[src/rtl/ledger_writer_if.sv]
// Command and bitmap-RAM port bundle for ledger_writer.
// The slave modport is the engine; the master modport is the command source plus RAM.
interface ledger_writer_if #(
  parameter int AW = 14
);
  logic          cmd_valid;
  logic          cmd_ready;
  logic [1:0]    cmd_op;
  logic [9:0]    cmd_x;
  logic [9:0]    cmd_y;
  logic [9:0]    cmd_len;
  logic          busy;
  logic          done;
  logic          err;
  logic [AW-1:0] mem_addr;
  logic          mem_re;
  logic [31:0]   mem_rdata;
  logic          mem_we;
  logic [31:0]   mem_wdata;

  modport master (
    output cmd_valid, cmd_op, cmd_x, cmd_y, cmd_len, mem_rdata,
    input  cmd_ready, busy, done, err, mem_addr, mem_re, mem_we, mem_wdata
  );

  modport slave (
    input  cmd_valid, cmd_op, cmd_x, cmd_y, cmd_len, mem_rdata,
    output cmd_ready, busy, done, err, mem_addr, mem_re, mem_we, mem_wdata
  );
endinterface

[src/rtl/ledger_writer.sv]
// Span draw engine for a 1bpp 640x480 bitmap: read-modify-write of 32-bit words.
// Optional LEDGER_WRITER_CLEAR_EN enables op 11 as a full-screen clear.
module ledger_writer #(
  parameter int ROWS = 480,
  parameter int COLS = 20,
  parameter int AW   = 14
) (
  input  logic             Clk,
  input  logic             Reset_n,
  ledger_writer_if.slave   bus
);

  localparam logic [10:0]   PIX_W     = 11'(COLS * 32);
  localparam logic [10:0]   ROWS_W    = 11'(ROWS);
  localparam logic [10:0]   PIX_LAST  = 11'(COLS * 32 - 1);
  localparam logic [AW-1:0] LAST_ADDR = AW'(ROWS * COLS - 1);

  typedef enum logic [2:0] {
    S_IDLE,
    S_RD,
    S_WT,
    S_WR,
    S_FIN,
    S_CLR
  } state_t;

  state_t        r_state;
  state_t        w_state_next;

  logic [1:0]    r_op;
  logic [9:0]    r_x_lo;
  logic [9:0]    r_x_hi;
  logic [4:0]    r_word;
  logic [4:0]    r_word_last;
  logic [AW-1:0] r_addr;
  logic [31:0]   r_wdata;
  logic          r_err;

  logic          w_accept;
  logic          w_is_clear;
  logic          w_clear_noop;
  logic          w_out_of_range;
  logic          w_cmd_err;
  logic [10:0]   w_x_end_raw;
  logic [9:0]    w_x_end;
  logic [AW-1:0] w_y_ext;
  logic [AW-1:0] w_start_addr;
  logic [4:0]    w_lo_off;
  logic [4:0]    w_hi_off;
  logic [31:0]   w_mask;
  logic [31:0]   w_modified;

  // ---------------- command decode ----------------
  assign w_accept       = bus.cmd_valid && (r_state == S_IDLE);
  assign w_is_clear     = (bus.cmd_op == 2'b11);
  assign w_out_of_range = ({1'b0, bus.cmd_y} >= ROWS_W) || ({1'b0, bus.cmd_x} >= PIX_W);

`ifdef LEDGER_WRITER_CLEAR_EN
  assign w_clear_noop = 1'b0;
`else
  assign w_clear_noop = w_is_clear;
`endif

  assign w_cmd_err = w_clear_noop || (!w_is_clear && w_out_of_range);

  // 11-bit end column so a long span clips at the right edge instead of wrapping
  assign w_x_end_raw  = {1'b0, bus.cmd_x} + {1'b0, bus.cmd_len} - 11'd1;
  assign w_x_end      = (w_x_end_raw > PIX_LAST) ? PIX_LAST[9:0] : w_x_end_raw[9:0];

  assign w_y_ext      = AW'(bus.cmd_y);
  assign w_start_addr = (w_y_ext << 4) + (w_y_ext << 2) + AW'(bus.cmd_x[9:5]);

  // ---------------- per-word mask ----------------
  assign w_lo_off = (r_word == r_x_lo[9:5]) ? r_x_lo[4:0] : 5'd0;
  assign w_hi_off = (r_word == r_word_last) ? r_x_hi[4:0] : 5'd31;

  // bit gi holds the pixel at column offset 31-gi within the word
  generate
    for (genvar gi = 0; gi < 32; gi++) begin : g_mask
      localparam logic [4:0] OFF = 5'(31 - gi);
      assign w_mask[gi] = (OFF >= w_lo_off) && (OFF <= w_hi_off);
    end
  endgenerate

  always_comb begin
    w_modified = bus.mem_rdata;
    case (r_op)
      2'b00:   w_modified = bus.mem_rdata | w_mask;
      2'b01:   w_modified = bus.mem_rdata & ~w_mask;
      2'b10:   w_modified = bus.mem_rdata ^ w_mask;
      default: w_modified = bus.mem_rdata;
    endcase
  end

  // ---------------- FSM ----------------
  always_ff @(posedge Clk or negedge Reset_n) begin
    if (!Reset_n) begin
      r_state <= S_IDLE;
    end else begin
      r_state <= w_state_next;
    end
  end

  always_comb begin
    w_state_next = r_state;
    case (r_state)
      S_IDLE: begin
        if (w_accept) begin
          if (w_is_clear) begin
`ifdef LEDGER_WRITER_CLEAR_EN
            w_state_next = S_CLR;
`else
            w_state_next = S_FIN;
`endif
          end else if (w_out_of_range || (bus.cmd_len == 10'd0)) begin
            w_state_next = S_FIN;
          end else begin
            w_state_next = S_RD;
          end
        end
      end
      S_RD:    w_state_next = S_WT;
      S_WT:    w_state_next = S_WR;
      S_WR:    w_state_next = (r_word == r_word_last) ? S_FIN : S_RD;
      S_CLR:   w_state_next = (r_addr == LAST_ADDR) ? S_FIN : S_CLR;
      S_FIN:   w_state_next = S_IDLE;
      default: w_state_next = S_IDLE;
    endcase
  end

  // ---------------- datapath ----------------
  always_ff @(posedge Clk or negedge Reset_n) begin
    if (!Reset_n) begin
      r_op        <= 2'b00;
      r_x_lo      <= '0;
      r_x_hi      <= '0;
      r_word      <= '0;
      r_word_last <= '0;
      r_addr      <= '0;
      r_wdata     <= '0;
      r_err       <= 1'b0;
    end else begin
      case (r_state)
        S_IDLE: begin
          if (w_accept) begin
            r_op        <= bus.cmd_op;
            r_x_lo      <= bus.cmd_x;
            r_x_hi      <= w_x_end;
            r_word      <= bus.cmd_x[9:5];
            r_word_last <= w_x_end[9:5];
            r_addr      <= w_is_clear ? '0 : w_start_addr;
            r_wdata     <= '0;
            r_err       <= w_cmd_err;
          end
        end
        // read data is valid during the wait cycle; capture the modified word here
        S_WT: r_wdata <= w_modified;
        S_WR: begin
          if (r_word != r_word_last) begin
            r_word <= r_word + 5'd1;
            r_addr <= r_addr + AW'(1);
          end
        end
        S_CLR: begin
          if (r_addr != LAST_ADDR) begin
            r_addr <= r_addr + AW'(1);
          end
        end
        default: ;
      endcase
    end
  end

  // ---------------- outputs ----------------
  assign bus.cmd_ready = (r_state == S_IDLE);
  assign bus.busy      = (r_state != S_IDLE);
  assign bus.done      = (r_state == S_FIN);
  assign bus.err       = (r_state == S_FIN) && r_err;
  assign bus.mem_re    = (r_state == S_RD);
  assign bus.mem_we    = (r_state == S_WR) || (r_state == S_CLR);
  assign bus.mem_addr  = r_addr;
  assign bus.mem_wdata = r_wdata;

endmodule

[src/flat_wrapper.sv]
// flat-port wrapper written by rule: the top's interface ports become plain ports
module ledger_writer_flat 
#(
  parameter int ROWS = 480,
  parameter int COLS = 20,
  parameter int AW   = 14
)
  (Clk, Reset_n, bus_cmd_valid, bus_cmd_op, bus_cmd_x, bus_cmd_y, bus_cmd_len, bus_mem_rdata, bus_cmd_ready, bus_busy, bus_done, bus_err, bus_mem_addr, bus_mem_re, bus_mem_we, bus_mem_wdata);
  ledger_writer_if #(.AW(AW)) bus_i ();
  input  logic Clk;
  input  logic Reset_n;
  input wire logic [$bits(bus_i.cmd_valid)-1:0] bus_cmd_valid;
  input wire logic [$bits(bus_i.cmd_op)-1:0] bus_cmd_op;
  input wire logic [$bits(bus_i.cmd_x)-1:0] bus_cmd_x;
  input wire logic [$bits(bus_i.cmd_y)-1:0] bus_cmd_y;
  input wire logic [$bits(bus_i.cmd_len)-1:0] bus_cmd_len;
  input wire logic [$bits(bus_i.mem_rdata)-1:0] bus_mem_rdata;
  output wire logic [$bits(bus_i.cmd_ready)-1:0] bus_cmd_ready;
  output wire logic [$bits(bus_i.busy)-1:0] bus_busy;
  output wire logic [$bits(bus_i.done)-1:0] bus_done;
  output wire logic [$bits(bus_i.err)-1:0] bus_err;
  output wire logic [$bits(bus_i.mem_addr)-1:0] bus_mem_addr;
  output wire logic [$bits(bus_i.mem_re)-1:0] bus_mem_re;
  output wire logic [$bits(bus_i.mem_we)-1:0] bus_mem_we;
  output wire logic [$bits(bus_i.mem_wdata)-1:0] bus_mem_wdata;
  assign bus_i.cmd_valid = bus_cmd_valid;
  assign bus_i.cmd_op = bus_cmd_op;
  assign bus_i.cmd_x = bus_cmd_x;
  assign bus_i.cmd_y = bus_cmd_y;
  assign bus_i.cmd_len = bus_cmd_len;
  assign bus_i.mem_rdata = bus_mem_rdata;
  assign bus_cmd_ready = bus_i.cmd_ready;
  assign bus_busy = bus_i.busy;
  assign bus_done = bus_i.done;
  assign bus_err = bus_i.err;
  assign bus_mem_addr = bus_i.mem_addr;
  assign bus_mem_re = bus_i.mem_re;
  assign bus_mem_we = bus_i.mem_we;
  assign bus_mem_wdata = bus_i.mem_wdata;
  ledger_writer #(.ROWS(ROWS), .COLS(COLS), .AW(AW)) u_core (.Clk(Clk), .Reset_n(Reset_n), .bus(bus_i));
endmodule
[config.mk]
export PLATFORM = sky130hd
export DESIGN_NAME = ledger_writer_flat
export DESIGN_NICKNAME = d
export VERILOG_FILES = /design/src/rtl/ledger_writer_if.sv /design/src/rtl/ledger_writer.sv /design/src/flat_wrapper.sv
export SDC_FILE = /design/constraint.sdc
export NUM_CORES = 1
export LEC_CHECK = 0
export BUFFER_PORTS_ARGS = -buffer_cell sky130_fd_sc_hd__buf_4
export CORE_ASPECT_RATIO = 1.25
export CORE_MARGIN = 2
export CORE_UTILIZATION = 35
export DETAILED_ROUTE_END_ITERATION = 7
export GPL_TIMING_DRIVEN = 0
export HOLD_SLACK_MARGIN = 0.03
export PLACE_DENSITY = 0.66
export SYNTH_ARGS = -nofsm -noshare
export SYNTH_HDL_FRONTEND = slang
export SYNTH_SLANG_ARGS = --single-unit
[constraint.sdc]
create_clock -name Clk -period 4.9 [get_ports Clk]
set_input_delay 0.245 -clock Clk [delete_from_list [all_inputs] [get_ports Clk]]
set_output_delay 0.245 -clock Clk [all_outputs]
set_load 0.02 [all_outputs]
# After elaboration in Yosys (flattened, before gate mapping)

Cells that the tools add are included.

Add/sub/neg operators: 6
$lt $le $gt $ge: 67
Eq/ne operators: 16
Mux-type cells: 20
Bitwise gates (word level): 4
Reductions and logical operators: 51

Operators with widths:

| operator              | number |
|---|---|
| $pmux 32 s3           | 1 |
| $ge 5x5->1 const A    | 16 |
| $le 5x5->1 const A    | 16 |
| $pmux 32 s2           | 1 |
| $mux 14               | 4 |
| $pmux 14 s3           | 1 |
| $ge 4x5->1 const A    | 8 |
| $le 4x5->1 const A    | 8 |
| $logic_and 1x1->1     | 35 |
| $and 32x32->32        | 1 |
| $mux 32               | 1 |
| $not 32->32           | 1 |
| $or 32x32->32         | 1 |
| $xor 32x32->32        | 1 |
| $ge 3x5->1 const A    | 4 |
| $le 3x5->1 const A    | 4 |
| $mux 5                | 4 |
| $pmux 3 s5            | 1 |
| $add 14x1->14 const B | 1 |
| $add 14x12->14        | 1 |
| $add 14x5->14         | 1 |
| $eq 14x14->1 const B  | 1 |
| $ne 14x14->1 const B  | 1 |
| $mux 3                | 4 |
| other kinds (31)      | 47 |

Flip-flop bits (word level): 77
Output and inout port bits: 52
Logic and storage cells: 173

# Depth between registers and ports, before layout

Word-level depth: 8
Mapped depth: 14
Gate-level depth less buffers: 12

# Least setup slack after synthesis

No wires, ideal clock.

Kind: register to register
Start point: register u_core.r_word[0]
End point: register u_core.r_wdata[28], in the netlist u_core.bus.mem_wdata[28]
Setup time: 0.117 ns
Data arrival time: 2.631 ns
Path slack: 2.153 ns
Cell stages (with the launch flop): 12
Path buffers: 2
Cells stage by stage: dfrtp_1 > clkbuf_2 > xor2_1 > nor3_2 > nand2_1 > or3_1 > clkbuf_1 > o32ai_1 > ha_1 > mux4_2 > nand2_1 > nand2_1

Cells in the longest elaborated chain, start to end: 8
Elaborated cells on any way between the ends: 13

Ends and longest elaborated chain:

| item                                     | RTL line                                 | source |
|---|---|---|
| from (decl)                              | ledger_writer.sv:33                      | `logic [4:0] r_word;` |
| from (signal assigned)                   | ledger_writer.sv:149                     | `r_word <= bus.cmd_x[9:5];` |
| from (signal assigned)                   | ledger_writer.sv:160                     | `r_word <= r_word + 5'd1;` |
| $eq 5x5->1, on equally long branches     | ledger_writer.sv:74, ledger_writer.sv:75 |  |
| $mux 5, on equally long branches         | ledger_writer.sv:74, ledger_writer.sv:75 |  |
| $ge 2x5->1 or $le 2x5->1 (tied branches) | ledger_writer.sv:81                      | `assign w_mask[gi] = (OFF >= w_lo_off) && (OFF <= w_hi_off);` |
| $logic_and 1x1->1 (*)                    | ledger_writer.sv:81                      |  |
| $not 32->32                              | ledger_writer.sv:89                      | `2'b01: w_modified = bus.mem_rdata & ~w_mask;` |
| $and 32x32->32                           | ledger_writer.sv:89                      |  |
| $pmux 32 s3 (*)                          | ledger_writer.sv:87                      | `case (r_op)` |
| $pmux 32 s2 (*)                          | ledger_writer.sv:143                     | `case (r_state)` |
| to (signal assigned)                     | ledger_writer.sv:157                     | `S_WT: r_wdata <= w_modified;` |
| to (decl)                                | ledger_writer.sv:36                      | `logic [31:0] r_wdata;` |

Mark *: on every way between the ends. The rest lies on a longest branch, timed or not.
A chain may end at the register's enable or synchronous reset.

# Final worst setup path

Ends and elaborated chain as after synthesis.

==> key figures <==
Outcome
  • Status: completed

Finish
  • Layout cell share with drive strength beyond 1: 17.7%
  • Area of the multi-input gates: 0.00489 mm²
  • Util after Layout: 43.2%
  • Seq. cell area: 0.00193 mm²
  • Synth-to-layout area growth: 21.4%
  • Fill count: 2140
  • Non-Filler Instances: roughly 1300
  • NumNets Final: 1207
  • Ant diodes: 0

Clock network
  • Num CTS Buffers: 9
  • H-Tree Depth: 3
  • Clk pin slew, worst setup/hold paths: approximately 60 ps
  • Longest Clk Path Bufs: 2
  • # clock sinks: 77
  • Postcts setup bufs: 0
  • Post-cts sizing count: 0
  • # hold bufs at CTS: 0
  • Clock root buffer: clkbuf_16
  • TritonCTS clock tree: done
  • Skew-Pair Late Insertion Delay: 360 ps

Timing
  • Min Tclk post-route: 3340 ps
  • Final Hold Viols: 0
  • Slew Limit Headroom: between 30% and 40%
  • Setup Skew: 8.97 ps
  • RSZ-0062 raised after global routing: no
  • Post-Route Setup TNS: 0 ps
  • Slew @ Worst Pin: 1020 ps
  • Final setup vio count: 0
  • Fmax: 300 MHz
  • Max-slew violations: 0
  • Period utilisation layout: 68.1%

Synthesis
  • Register area share after synthesis: a little over a quarter
  • Post-Synth XOR/XNOR Area: 2.60%
  • Adder-cell area share of the yosys netlist: 18.4%
  • Avg Cell Area, Syn: roughly 8.2 µm²
  • Number of synthesized flops with an enable pin: 0
  • Multiplexer share of the synthesized area: 7.63%
  • Main synth FF type: dfrtp_1
  • Synth Register Bits: between 70 and 80
  • Synth Instances: 904
  • Synth Warn #: 0
  • Simple-gate share of the synthesized area: 18.6%
  • Synth area leader: dfrtp_1
  • Post-Synthesis Cell Area: 0.00741 mm²
  • Complex-gate fraction of the synthesized area: 18.8%
  • Synth cell types: 70
  • Largest family of logic cells by synthesized area: compound AO/OA/AOI/OAI gates
  • Async SR Flop Fraction: 100%
  • Top-area cell type share of the netlist area: 26.0%
  • Synth area leaders: dfrtp_1 (26%), ha_1 (18%), o21ai_0 (6.1%)
  • Synthesized netlist net count: 1078

Floorplanning
  • Initial Utilization: 35.6%
  • Die ar.: 0.0224 mm²
  • I/O pin cnt: 119
  • Std cell rows: 59
  • DIE WIDTH: around 130 µm
  • Core area: 0.0208 mm²
  • DIE HEIGHT: 167 µm

Route
  • Routed vias/inst: 5.32
  • Vias: ~7000
  • DR iter-0 viols: ~380
  • WL final: 22200 µm
  • DRC viols: 0
  • DRT antenna net count: 0
  • DR pass1 iterations: 5
  • Routed WL per cell: 16.9 µm

Worst setup path
  • Critical path peak fanout: 8
  • CP Capture Type: flop
  • Critical Path, Cell by Cell: clkbuf_2 > xor2_1 > nor3_2 > nand2_1 > or3_1 > clkbuf_1 > o32ai_1 > ha_1 > mux4_2 > nand2_1 > nand2_1
  • Kind of critical path: flop to flop
  • CP most frequent cell: nand2_1
  • Crit-path slowest cell: o32ai_1
  • CP startpoint kind: flop
  • Worst Path Required: 5150 ps
  • Crit-path max cell delay: 460 ps
  • Crit path DAT: 3590 ps

Placement
  • Port bufs: 118
  • Gp weighted congestion: 0.964
  • Post-detail-place hpwl: between 15000 and 20000 µm
  • Dpl cells: between 1000 and 1500

Global route
  • Largest net degree at the start of global routing: 78
  • Gr usage total: 20.1%
  • Initial antenna violation count: 0
  • Global-route wire length before repair: 35800 µm
  • GRT overflow: 0
  • Vias in the first global route: 6934

Run
  • MaxCap Viol Count: 0

Pwr
  • Leakage: 4.35 nW
  • Pwr/cell area: 249 mW/mm²
  • Overall Power: ~2.2 mW
  • Worst VDD drop: between 0.15 and 0.2 mV

Hold path
  • Min-Delay Path Class: input pin to asynchronous set/reset pin
[power breakdown]
part	internal (mW)	switching [mW]	leakage, nW
Combinational	0.287	0.362	3.26
Sequential	0.684	0.0798	0.923
Clock	0.540	0.292	0.176
[per-layer routing]
| layer | track usage [%] | vias up | share of wire, % |
|---|---|---|---|
| li1 | - | 3422 | - |
| met1 | 23.5 | 3318 | 41 |
| met2 | 36.1 | 194 | 51 |
| met3 | 2.71 | 49 | 4.5 |
| met4 | 9.38 | 0 | 3.7 |
| met5 | 0 | - | 0 |
[state kept, by name, summed over array words and instances (netlist names)]
signal                count
u_core.bus.mem_addr      14
u_core.r_x_hi             5
u_core.r_word_last        5
u_core.bus.mem_wdata     32
u_core.r_err              1
u_core.r_word             5
u_core.r_state            3
u_core.r_op               2
u_core.r_x_lo            10
[through the flow]
stage | hold slack [ps] | worst slack [ps] | cell area, µm²
6_report | 51.8 | 1560 | 9000
5_1_grt | 139 | 1390 | 9000
4_1_cts | 104 | 1570 | 9000
3_5_place_dp | 461 | 1580 | 8640
3_3_place_gp | 460 | 1640 | 8640
2_1_floorplan | -50.6 | 2150 | 7410
[critical path, delay by kind of cell (launching register included)]
kind / cells / cell delay [ps]
buf+inv: 2 / 380
fa+ha+maj: 1 / 310
simple gates: 5 / 1080
flops: 1 / 390
compound gates: 1 / 460
xor+xnor: 1 / 170
mux: 1 / 440
[synthesized netlist by cell type (3+ instances only)]
master     number
a211oi_1        5
a21o_1          6
a21oi_1        48
a22o_1          3
a31oi_1         9
and2_1          5
and3_1          7
buf_1           6
buf_2          10
clkbuf_1       33
dfrtp_1        77
fa_1            3
ha_1          104
inv_1          97
mux2i_1        16
mux4_2         18
nand2_1       114
nand2b_1        6
nand3_1        41
nand4_1         7
nor2_1         52
nor2b_1        11
nor3_1         11
nor3b_1         4
nor4_1          5
o211ai_1        4
o21a_1          6
o21ai_0        90
o22ai_1        22
o2bb2ai_1       6
o31a_1          4
o32ai_1         4
or3_1           4
xnor2_1         6
xor2_1         16
[layout by cell type, fill, tap and decap left out, types with 4 or more instances in the layout]
cell,n
a211oi_1,5
nand4_1,7
o22ai_1,22
clkbuf_16,9
and2_1,5
mux4_2,18
xor2_1,16
buf_2,10
nand3_1,41
nor3b_1,4
ha_1,104
and3_1,7
o211ai_1,4
nand2b_1,6
o21a_1,6
xnor2_1,6
clkbuf_1,34
a21oi_1,48
o32ai_1,4
o31a_1,4
nor4_1,5
dfrtp_1,77
nor3_1,11
or3_1,4
nor2_1,52
nand2_1,114
buf_4,119
o2bb2ai_1,6
o21ai_0,90
clkbuf_8,4
nor2b_1,11
a21o_1,6
mux2i_1,16
buf_1,6
a31oi_1,9
inv_1,97
[cells by family (layout without fill, tap and decap cells)]
family,after synthesis,in the layout
AO/OA/AOI/OAI,228,228
XOR/XNOR,22,22
flip-flops,77,77
buffers and inverters,151,285
multiplexers,34,34
AND/OR/NAND/NOR,285,285
adder cells (fa/ha/maj),107,107
[path summary, 6_finish.rpt]
check	start	depth (start not counted)	end	slack, ps
min in group Clk	bus_cmd_x[2]	3	u_core.r_x_lo[2]	120
max in group asynchronous	Reset_n	1	u_core.r_x_hi[0]	4170
min reg2reg	u_core.r_err	2	u_core.r_err	480
max reg2reg	u_core.r_word[0]	11	u_core.bus.mem_wdata[28]	1560
min	Reset_n	1	u_core.bus.mem_wdata[27]	50
max	u_core.r_word[0]	11	u_core.bus.mem_wdata[28]	1560
[cell type report]
class / count / area share (%)
clock inverter: 3 / 1.00
buffer: 52 / 2.47
multi-input combinational: 676 / 54.3
inverter: 99 / 4.13
sequential: 77 / 21.4
clock buffer: 13 / 3.00
tap: 274 / 3.81
timing repair buffer: 118 / 9.84
No activity file was read; power rests on OpenSTA's default activity.
